## src/rtl/axil_pkg.sv

```systemverilog
// Shared types and address decode for the AXI4-Lite 1-to-2 splitter.
package axil_pkg;

  typedef enum logic [1:0] {W_IDLE, W_FWD, W_RESP} wr_state_t;
  typedef enum logic [1:0] {R_IDLE, R_FWD, R_RESP} rd_state_t;

  localparam logic [31:0] AXIL_S1_BASE = 32'h1000_0000;
  localparam logic [31:0] AXIL_S1_MASK = 32'hF000_0000;

  // Returns 1 when the address falls inside the S1 window; S0 is the default slave.
  function automatic logic axil_decode(input logic [31:0] addr,
                                       input logic [31:0] base,
                                       input logic [31:0] mask);
    return (addr & mask) == base;
  endfunction

endpackage

```

## src/rtl/axil_split.sv

```systemverilog
// 1-to-2 AXI4-Lite address splitter: one initiator, two responders (S0 default, S1 window).
// One outstanding write and one outstanding read, routed independently.
module axil_split
  import axil_pkg::*;
#(
  parameter logic [31:0] S1_BASE = AXIL_S1_BASE,
  parameter logic [31:0] S1_MASK = AXIL_S1_MASK
) (
  input  logic        clock,
  input  logic        reset,
  input  logic        M_AWVALID,
  input  logic [31:0] M_AWADDR,
  output logic        M_AWREADY,
  input  logic        M_WVALID,
  input  logic [31:0] M_WDATA,
  input  logic [3:0]  M_WSTRB,
  output logic        M_WREADY,
  output logic        M_BVALID,
  input  logic        M_BREADY,
  input  logic        M_ARVALID,
  input  logic [31:0] M_ARADDR,
  output logic        M_ARREADY,
  output logic        M_RVALID,
  output logic [31:0] M_RDATA,
  input  logic        M_RREADY,
  output logic        S0_AWVALID,
  output logic [31:0] S0_AWADDR,
  input  logic        S0_AWREADY,
  output logic        S0_WVALID,
  output logic [31:0] S0_WDATA,
  output logic [3:0]  S0_WSTRB,
  input  logic        S0_WREADY,
  input  logic        S0_BVALID,
  output logic        S0_BREADY,
  output logic        S0_ARVALID,
  output logic [31:0] S0_ARADDR,
  input  logic        S0_ARREADY,
  input  logic        S0_RVALID,
  input  logic [31:0] S0_RDATA,
  output logic        S0_RREADY,
  output logic        S1_AWVALID,
  output logic [31:0] S1_AWADDR,
  input  logic        S1_AWREADY,
  output logic        S1_WVALID,
  output logic [31:0] S1_WDATA,
  output logic [3:0]  S1_WSTRB,
  input  logic        S1_WREADY,
  input  logic        S1_BVALID,
  output logic        S1_BREADY,
  output logic        S1_ARVALID,
  output logic [31:0] S1_ARADDR,
  input  logic        S1_ARREADY,
  input  logic        S1_RVALID,
  input  logic [31:0] S1_RDATA,
  output logic        S1_RREADY
);

  wr_state_t wr_state, wr_next;
  rd_state_t rd_state, rd_next;
  logic wsel, wsel_next, rsel, rsel_next;
  logic aw_done, aw_done_next, w_done, w_done_next;
  logic aw_fwd, w_fwd, b_fwd, ar_fwd, r_fwd;
  logic aw_hs, w_hs;

  logic sel_awready, sel_wready, sel_bvalid, sel_arready, sel_rvalid;

  assign sel_awready = wsel ? S1_AWREADY : S0_AWREADY;
  assign sel_wready  = wsel ? S1_WREADY  : S0_WREADY;
  assign sel_bvalid  = wsel ? S1_BVALID  : S0_BVALID;
  assign sel_arready = rsel ? S1_ARREADY : S0_ARREADY;
  assign sel_rvalid  = rsel ? S1_RVALID  : S0_RVALID;

  always_ff @(posedge clock) begin
    if (reset) begin
      wr_state <= W_IDLE;
      wsel     <= 1'b0;
      aw_done  <= 1'b0;
      w_done   <= 1'b0;
    end else begin
      wr_state <= wr_next;
      wsel     <= wsel_next;
      aw_done  <= aw_done_next;
      w_done   <= w_done_next;
    end
  end

  // AW and W may complete in either order; the done flags stop a second beat on either channel.
  always_comb begin
    wr_next      = wr_state;
    wsel_next    = wsel;
    aw_done_next = aw_done;
    w_done_next  = w_done;
    aw_fwd       = 1'b0;
    w_fwd        = 1'b0;
    b_fwd        = 1'b0;
    aw_hs        = 1'b0;
    w_hs         = 1'b0;
    M_AWREADY    = 1'b0;
    M_WREADY     = 1'b0;
    M_BVALID     = 1'b0;
    case (wr_state)
      W_IDLE: begin
        if (M_AWVALID) begin
          wsel_next = axil_decode(M_AWADDR, S1_BASE, S1_MASK);
          wr_next   = W_FWD;
        end
      end
      W_FWD: begin
        aw_fwd    = M_AWVALID & ~aw_done;
        w_fwd     = M_WVALID & ~w_done;
        M_AWREADY = sel_awready & ~aw_done;
        M_WREADY  = sel_wready & ~w_done;
        aw_hs     = aw_fwd & sel_awready;
        w_hs      = w_fwd & sel_wready;
        if ((aw_done | aw_hs) & (w_done | w_hs)) begin
          wr_next      = W_RESP;
          aw_done_next = 1'b0;
          w_done_next  = 1'b0;
        end else begin
          aw_done_next = aw_done | aw_hs;
          w_done_next  = w_done | w_hs;
        end
      end
      W_RESP: begin
        M_BVALID = sel_bvalid;
        b_fwd    = M_BREADY;
        if (sel_bvalid & M_BREADY) wr_next = W_IDLE;
      end
      default: wr_next = W_IDLE;
    endcase
  end

  always_ff @(posedge clock) begin
    if (reset) begin
      rd_state <= R_IDLE;
      rsel     <= 1'b0;
    end else begin
      rd_state <= rd_next;
      rsel     <= rsel_next;
    end
  end

  always_comb begin
    rd_next   = rd_state;
    rsel_next = rsel;
    ar_fwd    = 1'b0;
    r_fwd     = 1'b0;
    M_ARREADY = 1'b0;
    M_RVALID  = 1'b0;
    case (rd_state)
      R_IDLE: begin
        if (M_ARVALID) begin
          rsel_next = axil_decode(M_ARADDR, S1_BASE, S1_MASK);
          rd_next   = R_FWD;
        end
      end
      R_FWD: begin
        ar_fwd    = M_ARVALID;
        M_ARREADY = sel_arready;
        if (M_ARVALID & sel_arready) rd_next = R_RESP;
      end
      R_RESP: begin
        M_RVALID = sel_rvalid;
        r_fwd    = M_RREADY;
        if (sel_rvalid & M_RREADY) rd_next = R_IDLE;
      end
      default: rd_next = R_IDLE;
    endcase
  end

  // Only the selected slave ever sees a VALID or READY; addresses and data are broadcast.
  assign S0_AWVALID = aw_fwd & ~wsel;
  assign S1_AWVALID = aw_fwd & wsel;
  assign S0_WVALID  = w_fwd & ~wsel;
  assign S1_WVALID  = w_fwd & wsel;
  assign S0_BREADY  = b_fwd & ~wsel;
  assign S1_BREADY  = b_fwd & wsel;
  assign S0_ARVALID = ar_fwd & ~rsel;
  assign S1_ARVALID = ar_fwd & rsel;
  assign S0_RREADY  = r_fwd & ~rsel;
  assign S1_RREADY  = r_fwd & rsel;

  assign S0_AWADDR = M_AWADDR;
  assign S1_AWADDR = M_AWADDR;
  assign S0_WDATA  = M_WDATA;
  assign S1_WDATA  = M_WDATA;
  assign S0_WSTRB  = M_WSTRB;
  assign S1_WSTRB  = M_WSTRB;
  assign S0_ARADDR = M_ARADDR;
  assign S1_ARADDR = M_ARADDR;
  assign M_RDATA   = rsel ? S1_RDATA : S0_RDATA;

endmodule

```

## config.mk

```make
export PLATFORM = sky130hd
export DESIGN_NAME = axil_split
export DESIGN_NICKNAME = d
export VERILOG_FILES = /design/src/rtl/axil_pkg.sv /design/src/rtl/axil_split.sv
export SDC_FILE = /design/constraint.sdc
export NUM_CORES = 1
export LEC_CHECK = 0
export BUFFER_PORTS_ARGS = -buffer_cell sky130_fd_sc_hd__buf_2
export CAP_MARGIN = 20
export CORE_AREA = 3 3 164 166
export CTS_CLUSTER_DIAMETER = 200
export DETAILED_ROUTE_END_ITERATION = 16
export DIE_AREA = 0 0 167 169
export PLACE_DENSITY = 0.43
export SETUP_SLACK_MARGIN = 0.02
export SLEW_MARGIN = 20
export SYNTH_ARGS = -nofsm -noshare
export SYNTH_HDL_FRONTEND = slang
export SYNTH_SLANG_ARGS = --single-unit
```

## constraint.sdc

```tcl
create_clock -name clock -period 2.83 [get_ports clock]
set_input_delay 0.566 -clock clock [delete_from_list [all_inputs] [get_ports clock]]
set_output_delay 0.566 -clock clock [all_outputs]
set_load 0.01 [all_outputs]
```

[After elaboration in Yosys (flattened, before gate mapping)]
Cells that the tools add are included.
W data, S select, Z words.
Storage, ports and cells
  bits in registers: 8
  bits in latches: 0
  bits in writable memories: 0
  bits in read-only memories: 0
  input port bits: 181
  output and inout port bits: 247
  logic and storage cells: 76
  memories kept: 0
Cells by class
  add/sub/neg operators: 0
  $mul: 0
  div/mod/pow operators: 0
  order comparisons: 0
  eq/ne operators: 12
  shifts and indexed selects: 0
  mux-type cells: 26
  bitwise gates (word level): 26
  reductions and logical operators: 6
Operators with widths (count)
  $mux W32: 1
  $and A1 B1 Y1: 20
  $mux W1: 17
  $mux W2: 6
  $ne A2 B2 Y1 const B: 6
  $pmux W2 S3: 2
  $eq A4 B1 Y1 const B: 2
  $reduce_and A3 Y1: 2
  $eq A2 B1 Y1 const B: 2
  $eq A2 B2 Y1 const B: 2
  $logic_not A2 Y1: 2
  $not A1 Y1: 4
  $reduce_and A2 Y1: 2
  $or A1 B1 Y1: 2

[Depth between registers and ports, before layout]
  depth after elaboration: 7
  depth in mapped cells: 5
  gate-level depth less buffers: 4

[Worst setup path after synthesis]
Ideal clock, no wire load.
  kind: flip-flop to output port
  from: register rsel
  to: output port M_RDATA[10]
  arrival time: 1.177 ns
  data required time: 2.264 ns
  slack: 1.087 ns
  cell stages (with the launch flop): 4
  buffers on the path: 2
  path through: dfxtp_1 -> buf_2 -> buf_2 -> mux2_1
On the way
  longest elaborated chain between the ends: 1
Ends and longest elaborated chain
  start: declaration: line axil_split.sv:60  | logic wsel, wsel_next, rsel, rsel_next;
  start signal: assignment: line axil_split.sv:139  | rsel <= rsel_next;
  $mux W32: line axil_split.sv:191  | assign M_RDATA = rsel ? S1_RDATA : S0_RDATA;
  end: declaration: line axil_split.sv:24  | output logic [31:0] M_RDATA,
Every way passes these cells.

[Worst setup path in the final report]
  from: register rsel
  to: output port M_RDATA[19]
The elaborated chain is that of the path after synthesis.

==> flow_results.org <==
** Synth
- Unique masters post-synth :: 30
- Share of synthesized area spent on multiplexers :: 0.1767
- Post-synthesis xor/xnor area fraction :: 0
- Mapped Area :: 2464 um2
- The compound-gate portion of the synthesized area was 0.03555.
- A synthesized cell averages 7.871 um2.
- Of the total synthesized cell area, the portion taken by AND, OR, NAND and NOR gates is 0.09446.
- In this run, synthesis produced a sequential element count of 8.
- Cells after Synth :: 313
- The share of the Yosys chip area taken by registers is 0.06501.
- When the netlist entered floorplanning its net count stood at 494.
- For this run, the number of Yosys warnings is 0.
- Adder-cell area share of the yosys netlist :: 0
- Largest family of logic cells by synthesized area :: buffers and inverters

** CTS
- Cell at the root of the clock tree :: clkbuf_16
- In this run, post-CTS hold repair placed 0 buffers.
- Buffer depth of the longest clock path :: 2
- In this run the post-CTS setup repair buffer count came out at 0.
- Clock-pin slew on the worst setup and hold paths :: 0.04 ns
- Maximum level of the CTS H-tree :: 1
- The clock reaches the later pin of the worst-skew pair after 0.23 ns.
- After clock tree synthesis, the repair step resized 0 gates.
- Clock buffers created by TritonCTS :: 3
- # clock sinks :: 8
- CTS tree :: yes

** Detailed routing
- Vias per inst :: 2.831
- Summing over every cut layer, the via total after detailed routing is 1690.
- After detailed routing, the average wire length per cell comes to 15.83 um.
- Final antenna-violating net count :: 0
- Wires add up to 9.450 mm.
- The first routing iteration left 14 violations.
- For this run, design rule violations remaining after detail routing come to 0.
- The pre-antenna-repair detailed-routing pass consisted of 3 iterations.

** Layout
- Once layout is done, the placed cells without fillers occupy 2198 um2.
- The number of antenna diodes in the final layout is 0.
- Number of fill cells :: 3029
- Area Growth Syn to Fin :: -10.77%
- Most common cell after layout, fill and taps aside :: buf_2
- In the final layout, the share of cells above drive strength 1 is 0.6107.
- The finished layout holds 597 standard cells, fillers aside.
- For this run, the post-layout net count is 445.
- In the layout the commonest cells are buf_2, mux2_1, nor2_1.

** STA
- The count of final max-slew check failures came to 0.
- Timing would allow up to 490.6 MHz.
- The smallest clock period supported by the final layout is computed as 2.038 ns.
- Transition time of the tightest slew-check pin :: 0.8116 ns
- Setup violations remaining at the end of the flow were counted as 0.
- The final number of hold-violating endpoints was 0.
- Setup repair after global routing left no endpoint under its margin.
- The worst pin sits at a relative slew slack of 0.4513.
- Across the routed clock network, the largest skew measured is 0.0004632 ns.
- Crit share post-route :: 0.7203
- Summed over all failing endpoints, the final setup total negative slack is 0 ns.

** Critical path
- Source of the critical timing path :: rsel
- Reg-to-reg setup timing slack :: 1.24 ns
- Sort of element at the start of the critical path :: flip-flop
- Largest delay contributor family on the critical path :: flip-flops
- CP bufs+invs :: 2
- For the worst setup path, the data arrival time is 1.47 ns.
- Cell with the largest stage delay on the worst path :: dfxtp_2
- For the worst setup path, the data required time is 2.26 ns.
- Crit end category :: primary output
- For this run, the slowest stage of the critical path takes 0.47 ns.
- Crit path max fanout :: 29
- Crit-path cells :: buf_12 > mux2_1 > buf_2
- Crit path to :: M_RDATA[19]
- The critical path runs through a total of 3 cells.
- In this run the critical register-to-register path is captured at wr_state[0].
- The number of cells on the worst reg-to-reg path is 4.
- The worst register-to-register path begins at wsel.
- Path type of the worst setup path :: flip-flop to primary output

** Placed design
- I/O Buffers :: 151
- HPWL Detailed :: 8.480 mm
- Global placement routability congestion :: 0.6494
- Summing all placed instances gives a cell area of 2123 um2.
- Cell count after placement :: 594

** Floorplan
- Full die area :: 28220 um2
- The floorplan has 59 rows.
- From left edge to right edge, the die measures 167 um.
- Pin placement for this block handled 428 I/O pins.
- Effective utilization at floorplan :: 0.09562
- The region available for standard cell placement spans 25760 um2.
- The floorplan step set the die height to 169 um.

** Flow run
- Max-cap violations in this run came to 0.

** Global route
- The total overflow left after global routing is 0.
- The first global-routing pass estimated 11.96 mm of wire.
- Entering global routing, the biggest net connects 30 pins.
- The number of antenna violations at the first check in global routing was 2.
- Across every metal layer, demand over resource in global routing totals 0.05937.
- The via count of the first global-routing pass is 1755.

** Worst hold path
- The min-delay analysis places its worst path in the category flip-flop to flip-flop.
- Source of the worst hold timing path :: rd_state[1]

** Power and ir drop
- Worst voltage drop across the vdd grid :: 0.1180 mV
- Leakage component of the power :: 1.004 nW
- Overall power consumption :: 573.4 uW
- Power spread over the standard cell area amounts to 260.8 nW/um2.

** Outcome
- Outcome :: finished, final reports clean
[metrics by stage]
step / hold WS [ns] / utilization / worst slack (ns)
after floorplan: 0.4563 / - / 1.087
after global placement: 0.5091 / 0.08241 / 0.8148
after detailed placement: 0.5055 / 0.08241 / 0.7796
after CTS: 0.5085 / 0.08533 / 0.7280
after global routing: 0.5337 / 0.08533 / 0.6816
final: 0.5043 / 0.08533 / 0.7916
[cells by family (layout without fill, tap and decap cells)]
kind of cell	count (synthesis)	after routing
compound gates	12	12
mux	39	39
buf+inv	209	158
simple gates	45	45
flops	8	8
[area by class of cell]
cell class | count | area (um2) | area share
timing repair buffer | 152 | 775.7 | 0.3529
multi-input combinational | 96 | 755.7 | 0.3438
tap | 335 | 419.2 | 0.1907
sequential | 8 | 161.4 | 0.07342
clock buffer | 3 | 75.07 | 0.03415
inverter | 3 | 11.26 | 0.005122
[how the worst min path moves through the flow]
stage,end,slack (ns),depth (start not counted)
floorplan,rd_state[0],0.46,1
global placement,rd_state[0],0.51,1
detailed placement,rd_state[0],0.51,1
CTS,rd_state[0],0.51,1
global route,wr_state[0],0.53,1
finish,rd_state[0],0.50,1
[per-layer routing]
layer	vias up	wire [um]	GRT usage
met3	70	1834	0.04507
met1	662	2715	0.05127
met4	6	622	0.03910
met2	244	4174	0.09372
li1	708	-	-
met5	-	103	0.02609
[state kept, by name, summed over array words and instances, names as in the netlist]
signal / cells
aw_done: 1
rd_state: 2
rsel: 1
w_done: 1
wr_state: 2
wsel: 1
[cell usage after synthesis]
cell	number	area share
a2111oi_2	1	0.0061
a21oi_1	3	0.0061
a21oi_2	1	0.0036
a31oi_1	1	0.0025
and3_1	4	0.010
buf_1	1	0.0015
buf_2	4	0.0081
buf_4	200	0.61
buf_6	1	0.0046
dfxtp_1	8	0.065
inv_1	3	0.0046
mux2_1	32	0.15
mux2_2	1	0.0046
mux2i_1	5	0.020
mux2i_2	1	0.0056
nand2_1	7	0.011
nand2b_1	1	0.0025
nand3_1	1	0.0020
nand3b_1	1	0.0030
nor2_1	14	0.021
nor2b_1	7	0.018
nor3_1	4	0.0081
nor3b_1	1	0.0030
nor4_1	2	0.0051
nor4b_1	3	0.011
o21ai_0	1	0.0020
o21ai_1	2	0.0041
o21ba_1	1	0.0041
o22a_1	1	0.0036
o2bb2ai_1	1	0.0036
[report_power, final]
part | switching, mW | total [mW] | internal (mW)
logic | 0.0973 | 0.202 | 0.104
clock network | 0.0615 | 0.244 | 0.183
registers | 0.00893 | 0.127 | 0.118
total | 0.168 | 0.573 | 0.406
[worst reg2reg max path, stage by stage (launching register included)]
cell       delay (ns)
dfxtp_1          0.57
mux2_2           0.42
a21oi_2          0.13
nor2_1           0.05
a2111oi_2        0.33
Power figures use the tool's default switching activity.
